**src/rtl/game_pkg.sv**
```systemverilog
// ----------------------------------------------------------------------------
// game_pkg
// Types and widths shared by the round controller and the game-status tracker.
//   game_state_e  : tracker state encoding on the status bus
//   round_state_e : round_controller sequencer states
// ----------------------------------------------------------------------------
package game_pkg;

    localparam int unsigned RATING_WIDTH     = 8;
    localparam int unsigned GAME_STATE_WIDTH = 2;

    typedef enum logic [1:0] {
        LEVEL_GENERATING = 2'b00,
        LEVEL_RUNNING    = 2'b01,
        GAME_OVER        = 2'b10
    } game_state_e;

    typedef enum logic [2:0] {
        IDLE     = 3'd0,
        GEN      = 3'd1,
        ANNOUNCE = 3'd2,
        WAIT_RUN = 3'd3,
        RUN      = 3'd4,
        JUDGE    = 3'd5
    } round_state_e;

endpackage

```
**src/rtl/lfsr16.sv**
```systemverilog
// ----------------------------------------------------------------------------
// lfsr16
// Free-running 16-bit Fibonacci LFSR, taps 16,14,13,11. Advances every cycle
// so the value seen at zone generation differs from round to round.
//   clk   : system clock
//   rst_n : asynchronous active-low reset, loads SEED
//   value : current register contents
// ----------------------------------------------------------------------------
module lfsr16 #(
    parameter logic [15:0] SEED = 16'hACE1
) (
    input  logic        clk,
    input  logic        rst_n,
    output logic [15:0] value
);

    logic feedback;

    // Tap 16 is bit 15, tap 14 is bit 13, and so on.
    assign feedback = value[15] ^ value[13] ^ value[12] ^ value[10];

    always_ff @(posedge clk or negedge rst_n) begin
        // NOTE: state registers use non-blocking assignments so every flop
        // samples pre-edge values, independent of process ordering.
        if (!rst_n) begin
            value <= SEED;
        end else begin
            value <= {value[14:0], feedback};
        end
    end

endmodule

```
**src/rtl/round_controller.sv**
```systemverilog
// ----------------------------------------------------------------------------
// round_controller
// Sequences one game round: generates a safe zone from an LFSR, announces it,
// counts the round down on frame ticks and judges the player's position.
// Difficulty follows the rating latched at zone generation.
//   clk, rst_n        : clock, asynchronous active-low reset
//   i_game_status     : tracker state (00 generating, 01 running, 10 over)
//   i_is_game_paused  : pause level; freezes the countdown and holds pulses
//   i_current_rating  : current win streak
//   i_tick            : one-cycle frame strobe
//   i_restart         : restart request, honoured from GAME_OVER in IDLE
//   i_player_x        : player centre x
//   o_ready           : one-cycle pulse, zone generated
//   o_round_ended     : one-cycle pulse, round judged
//   o_is_win          : verdict, updated with o_round_ended and held
//   o_zone_left       : safe zone left edge
//   o_zone_width      : safe zone width
//   o_ticks_left      : remaining round ticks
// ----------------------------------------------------------------------------
module round_controller #(
    parameter int unsigned RATING_WIDTH     = game_pkg::RATING_WIDTH,
    parameter int unsigned GAME_STATE_WIDTH = game_pkg::GAME_STATE_WIDTH,
    parameter int unsigned POS_WIDTH        = 10,
    parameter int unsigned SCREEN_W         = 640,
    parameter int unsigned BASE_ZONE        = 200,
    parameter int unsigned ZONE_STEP        = 8,
    parameter int unsigned MIN_ZONE         = 32,
    parameter int unsigned BASE_TICKS       = 180,
    parameter int unsigned MIN_TICKS        = 30,
    parameter logic [15:0] LFSR_SEED        = 16'hACE1
) (
    input  logic                        clk,
    input  logic                        rst_n,
    input  logic [GAME_STATE_WIDTH-1:0] i_game_status,
    input  logic                        i_is_game_paused,
    input  logic [RATING_WIDTH-1:0]     i_current_rating,
    input  logic                        i_tick,
    input  logic                        i_restart,
    input  logic [POS_WIDTH-1:0]        i_player_x,
    output logic                        o_ready,
    output logic                        o_round_ended,
    output logic                        o_is_win,
    output logic [POS_WIDTH-1:0]        o_zone_left,
    output logic [POS_WIDTH-1:0]        o_zone_width,
    output logic [7:0]                  o_ticks_left
);

    import game_pkg::*;

    localparam int unsigned CALC_W = RATING_WIDTH + POS_WIDTH + 1;

    localparam logic [GAME_STATE_WIDTH-1:0] STATUS_GEN  = GAME_STATE_WIDTH'(LEVEL_GENERATING);
    localparam logic [GAME_STATE_WIDTH-1:0] STATUS_RUN  = GAME_STATE_WIDTH'(LEVEL_RUNNING);
    localparam logic [GAME_STATE_WIDTH-1:0] STATUS_OVER = GAME_STATE_WIDTH'(GAME_OVER);

    round_state_e state, state_next;

    logic [15:0]          lfsr_value;
    logic [CALC_W-1:0]    shrink, zone_raw, zone_calc;
    logic [15:0]          ticks_raw, ticks_calc;
    logic [POS_WIDTH-1:0] zone_w_now, max_left, lfsr_pos, left_calc;
    logic [POS_WIDTH:0]   px_ext, left_ext, right_ext;
    logic                 win_now;
    logic                 abort;
    logic                 ready_next, ended_next, load_zone, tick_dec;

    lfsr16 #(.SEED(LFSR_SEED)) u_lfsr (
        .clk   (clk),
        .rst_n (rst_n),
        .value (lfsr_value)
    );

    // Difficulty: wide enough that rating*ZONE_STEP never wraps, so large
    // ratings saturate to the floor instead of producing a huge zone.
    always_comb begin
        shrink    = CALC_W'(i_current_rating) * CALC_W'(ZONE_STEP);
        zone_raw  = (shrink >= CALC_W'(BASE_ZONE)) ? '0 : CALC_W'(BASE_ZONE) - shrink;
        zone_calc = (zone_raw < CALC_W'(MIN_ZONE)) ? CALC_W'(MIN_ZONE) : zone_raw;

        ticks_raw  = (16'(i_current_rating) >= 16'(BASE_TICKS)) ?
                     16'd0 : 16'(BASE_TICKS) - 16'(i_current_rating);
        ticks_calc = (ticks_raw < 16'(MIN_TICKS)) ? 16'(MIN_TICKS) : ticks_raw;

        zone_w_now = POS_WIDTH'(zone_calc);
        max_left   = POS_WIDTH'(SCREEN_W) - zone_w_now;
        lfsr_pos   = POS_WIDTH'(lfsr_value);
        left_calc  = (lfsr_pos > max_left) ? max_left : lfsr_pos;
    end

    // Verdict uses one extra bit so left+width == SCREEN_W cannot wrap.
    always_comb begin
        px_ext    = {1'b0, i_player_x};
        left_ext  = {1'b0, o_zone_left};
        right_ext = left_ext + {1'b0, o_zone_width};
        win_now   = (px_ext >= left_ext) && (px_ext < right_ext);
    end

    assign abort = (i_game_status == STATUS_OVER);

    always_comb begin
        // NOTE: every output of this block gets a default first, so no path
        // leaves a signal unassigned and no latch is inferred.
        state_next = state;
        ready_next = 1'b0;
        ended_next = 1'b0;
        load_zone  = 1'b0;
        tick_dec   = 1'b0;

        unique case (state)
            IDLE: begin
                if ((i_game_status == STATUS_GEN && !i_is_game_paused) ||
                    (abort && i_restart)) begin
                    state_next = GEN;
                end
            end
            GEN: begin
                load_zone  = 1'b1;
                state_next = abort ? IDLE : ANNOUNCE;
            end
            ANNOUNCE: begin
                if (abort) begin
                    state_next = IDLE;
                end else if (!i_is_game_paused) begin
                    ready_next = 1'b1;
                    state_next = WAIT_RUN;
                end
            end
            WAIT_RUN: begin
                if (abort) begin
                    state_next = IDLE;
                end else if (i_game_status == STATUS_RUN) begin
                    state_next = RUN;
                end
            end
            RUN: begin
                if (abort) begin
                    state_next = IDLE;
                end else if (i_tick && !i_is_game_paused) begin
                    tick_dec = (o_ticks_left != 8'd0);
                    // Last tick consumed: the count reaches zero on this edge.
                    if (o_ticks_left <= 8'd1) begin
                        state_next = JUDGE;
                    end
                end
            end
            JUDGE: begin
                if (abort) begin
                    state_next = IDLE;
                end else if (!i_is_game_paused) begin
                    ended_next = 1'b1;
                    state_next = IDLE;
                end
            end
            default: state_next = IDLE;
        endcase
    end

    always_ff @(posedge clk or negedge rst_n) begin
        if (!rst_n) begin
            state <= IDLE;
        end else begin
            state <= state_next;
        end
    end

    // Pulses are registered, so they appear in the cycle after the state
    // that decided them (ANNOUNCE / JUDGE).
    always_ff @(posedge clk or negedge rst_n) begin
        if (!rst_n) begin
            o_ready       <= 1'b0;
            o_round_ended <= 1'b0;
            o_is_win      <= 1'b0;
            o_zone_left   <= '0;
            o_zone_width  <= POS_WIDTH'(BASE_ZONE);
            o_ticks_left  <= 8'd0;
        end else begin
            o_ready       <= ready_next;
            o_round_ended <= ended_next;
            if (ended_next) begin
                o_is_win <= win_now;
            end
            if (load_zone) begin
                o_zone_width <= zone_w_now;
                o_zone_left  <= left_calc;
                o_ticks_left <= 8'(ticks_calc);
            end else if (tick_dec) begin
                o_ticks_left <= o_ticks_left - 8'd1;
            end
        end
    end

endmodule

```
**config.mk**
```make
export PLATFORM = sky130hd
export DESIGN_NAME = round_controller
export DESIGN_NICKNAME = d
export VERILOG_FILES = /design/src/rtl/game_pkg.sv /design/src/rtl/lfsr16.sv /design/src/rtl/round_controller.sv
export SDC_FILE = /design/constraint.sdc
export NUM_CORES = 1
export LEC_CHECK = 0
export ABC_AREA = 1
export CORE_ASPECT_RATIO = 0.75
export CORE_MARGIN = 2
export CORE_UTILIZATION = 45
export DETAILED_ROUTE_END_ITERATION = 8
export PLACE_DENSITY = 0.73
export SLEW_MARGIN = 20
export SYNTH_ARGS = -nofsm -noshare
export SYNTH_HDL_FRONTEND = slang
export SYNTH_SLANG_ARGS = --single-unit
```
**constraint.sdc**
```tcl
create_clock -name clk -period 4.8 [get_ports clk]
set_input_delay 0.48 -clock clk [delete_from_list [all_inputs] [get_ports clk]]
set_output_delay 0.48 -clock clk [all_outputs]
set_load 0.01 [all_outputs]
```
==> flow_summary.toml <==
[run_status]
outcome = "finished, final reports clean"

[cts]
clk_pin_slew_ns = 0.09
cts_buffer_depth = 2
cts.sinks = 47
cts_setup_buffers = 0
root_buffer = "clkbuf_8"
clk_latency_ns = 0.30
holdBufCountCts = 0
cts_buffers = 5
cts_htree_levels = 2
cts_resized = 0
cts_tree = "built"

[finish]
final_cell_count_no_fill = 594
finish.utilization_pct = 56.35
layout_common_cells = "96 x nand2_1, 51 x clkdlybuf4s50_1, 47 x inv_1"
final_common_cell = "nand2_1"
n_antenna_cell = 0
drive_above_1_share_pct = 10.55
final_nets = 558
n_fill_cell = 716
syn2layout_area_growth_pct = 20.71

[synth]
syn_inst = 437
syn-cell-area_um2 = 3438
ys_types = 46
ys_seq_area_share_pct = 34.61
yosysTopAreaCell = "dfrtp_1"
synth.ff_latch_count = 47
ys_warn_count = 0
synth_area_leaders = "dfrtp_1 26%, ha_1 15%, nand2_1 10%, dfstp_2 8.4%, inv_1 5.1%"
avgSynthCellArea_um2 = 7.868
synth_top_cell_area_share_pct = 26.20

[grt]
grt_pass1_wl_um = 13940
grt_max_degree = 48
antenna_found_initial = 0
grt_pass1_vias = 2952
overflow = 0
grt_use_total_pct = 20.76

[setup_path]
cpLargestDelayFamily = "simple AND/OR/NAND/NOR gates"
crit_path_top_delay_cell = "clkdlybuf4s50_1"
path_cells = "clkdlybuf4s50_1 -> inv_2 -> ha_1 -> xor2_1 -> o21ai_2 -> nand2_4 -> nand2_1 -> ha_1 -> a31oi_4 -> nand2_1 -> and2_1 -> ha_1 -> nand2_1 -> nor2_1 -> nand2_1 -> o211ai_1 -> nand2_1 -> inv_1 -> nand3_1 -> nand2_1 -> nand2_1"
max_stage_delay_ns = 0.61
startpoint_type = "input pin"
critPathMostFrequentCell = "nand2_1"
path_class = "input pin to flop"
end_kind = "flop"
required_ns = 5.00
cp_max_fo = 10
critPathArrivalTime_ns = 4.14
cp_num_buf_inv = 3

[drt]
detail_route.wirelength_um = 8078
postRouteAntennaNets = 0
viasPerCell = 5.091
drt-pass1-iter-count = 4
top_layer = "met4"
dr_wl_met3_um = 338
wl_met1_um = 3951
wl_met2_um = 3714
drt_iter0_drc = 209
drc_errors = 0
vias = 3024
wl_per_cell_um = 13.60

[timing]
slew_violations = 0
fin_crit_sh_pct = 82.00
fmax_ghz = 0.2541
period_needed_ns = 3.936
fin_worst_hold_slack_ns = 0.1557
setup_viol = 0
hold_viol = 0
finalSetupTns_ns = 0
tightestPinTransition_ns = 0.5860
clock_skew_ns = 0.006581
grt_setup_unrepaired = "false"
relSlewSlack_pct = 60.93

[power_and_ir_drop]
p_leak_nw = 1.921
powerDensity_nw_per_um2 = 347.0
total_power_w = 0.001440
ir_worst_vdd_mv = 0.1497

[floorplan]
pin_count = 56
die_w_um = 104.9
core_um2 = 7365
std_cell_rows = 27
initial_core_util_pct = 46.69
dieArea_um2 = 8363
die_h_um = 79.70

[placement]
portBuffers = 52
dp_cells = 586
dpl.hpwl_um = 6435
place_congestion = 0.8964

[flow_run]
cap_violations = 0

[worst_hold_path]
hold_path.class = "input pin to async pin"
-- cells by family after synthesis --
family                     after synthesis  synth area share [%]
and+or+nand+nor                        186                 24.27
DFF                                     47                 34.61
xor gates and xnor gates                14                 4.003
other                                    1                0.1091
AOI/OAI and AO/OA                       82                 14.34
adders and majority gates               41                 15.14
buffers and inverters                   66                 7.533
-- per-layer routing --
| layer | up-vias | track usage, % |
|---|---|---|
| met5 | - | 0 |
| met4 | 0 | 5.067 |
| met3 | 6 | 4.082 |
| met2 | 71 | 33.83 |
| met1 | 1402 | 28.59 |
| li1 | 1545 | - |
-- registers in the layout (all words and copies together), names as in the netlist --
register and cells:
u_lfsr.value 16, o_zone_left 10, o_ticks_left 8, o_zone_width 7, state 3, o_is_win 1, o_ready 1, o_round_ended 1
-- through the flow --
step | setup WS (ns) | cell area (um^2)
after floorplan | 1.556 | 3446
after global placement | 0.8011 | 4058
after detailed placement | 0.5250 | 4058
after CTS | 0.8576 | 4148
after global routing | 0.5321 | 4150
final | 0.8640 | 4150
-- cell usage after synthesis, drive strengths merged --
cell	instances
o21bai	3
nand4	2
conb	1
dfrtp	36
nor3	10
o31ai	3
xor2	10
nand3	24
o22ai	1
clkbuf	4
a41oi	1
a31oi	2
inv	58
ha	40
a211o	1
nor2	39
o2111ai	1
fa	1
nand2	103
nor3b	1
xnor2	4
clkinv	1
o21ai	35
nand3b	4
o211ai	1
o21a	2
buf	3
and2	2
a22oi	1
dfstp	11
nor4	1
a21oi	31
-- worst paths after layout --
path                                startpoint                to  slack [ns]  cells after the start
max                        i_current_rating[2]    o_zone_left[6]        0.86                     21
min                                      rst_n          o_is_win        0.16                      1
max reg2reg                     o_zone_left[3]          o_is_win        2.25                     14
min reg2reg                   u_lfsr.value[14]  u_lfsr.value[15]        0.36                      0
max in group asynchronous                rst_n   u_lfsr.value[2]        4.23                      1
min in group clk              u_lfsr.value[14]  u_lfsr.value[15]        0.36                      0
-- power breakdown --
group          switching (W)  internal [W]  leakage, nW
Sequential         0.0000721      0.000464        0.593
Combinational       0.000387      0.000273         1.28
Clock               0.000139      0.000105       0.0454
-- layout make-up --
type	instances	area [um^2]	share of cell area, %
flip-flops and latches	47	1190	28.67
well taps	101	126.4	3.045
clock inverters	2	17.52	0.4221
clock buffers	6	72.57	1.749
repair buffers	53	525.5	12.66
inverters	59	221.5	5.336
multi-input cells	326	1997	48.12
No activity file was read; power rests on OpenSTA's default activity.
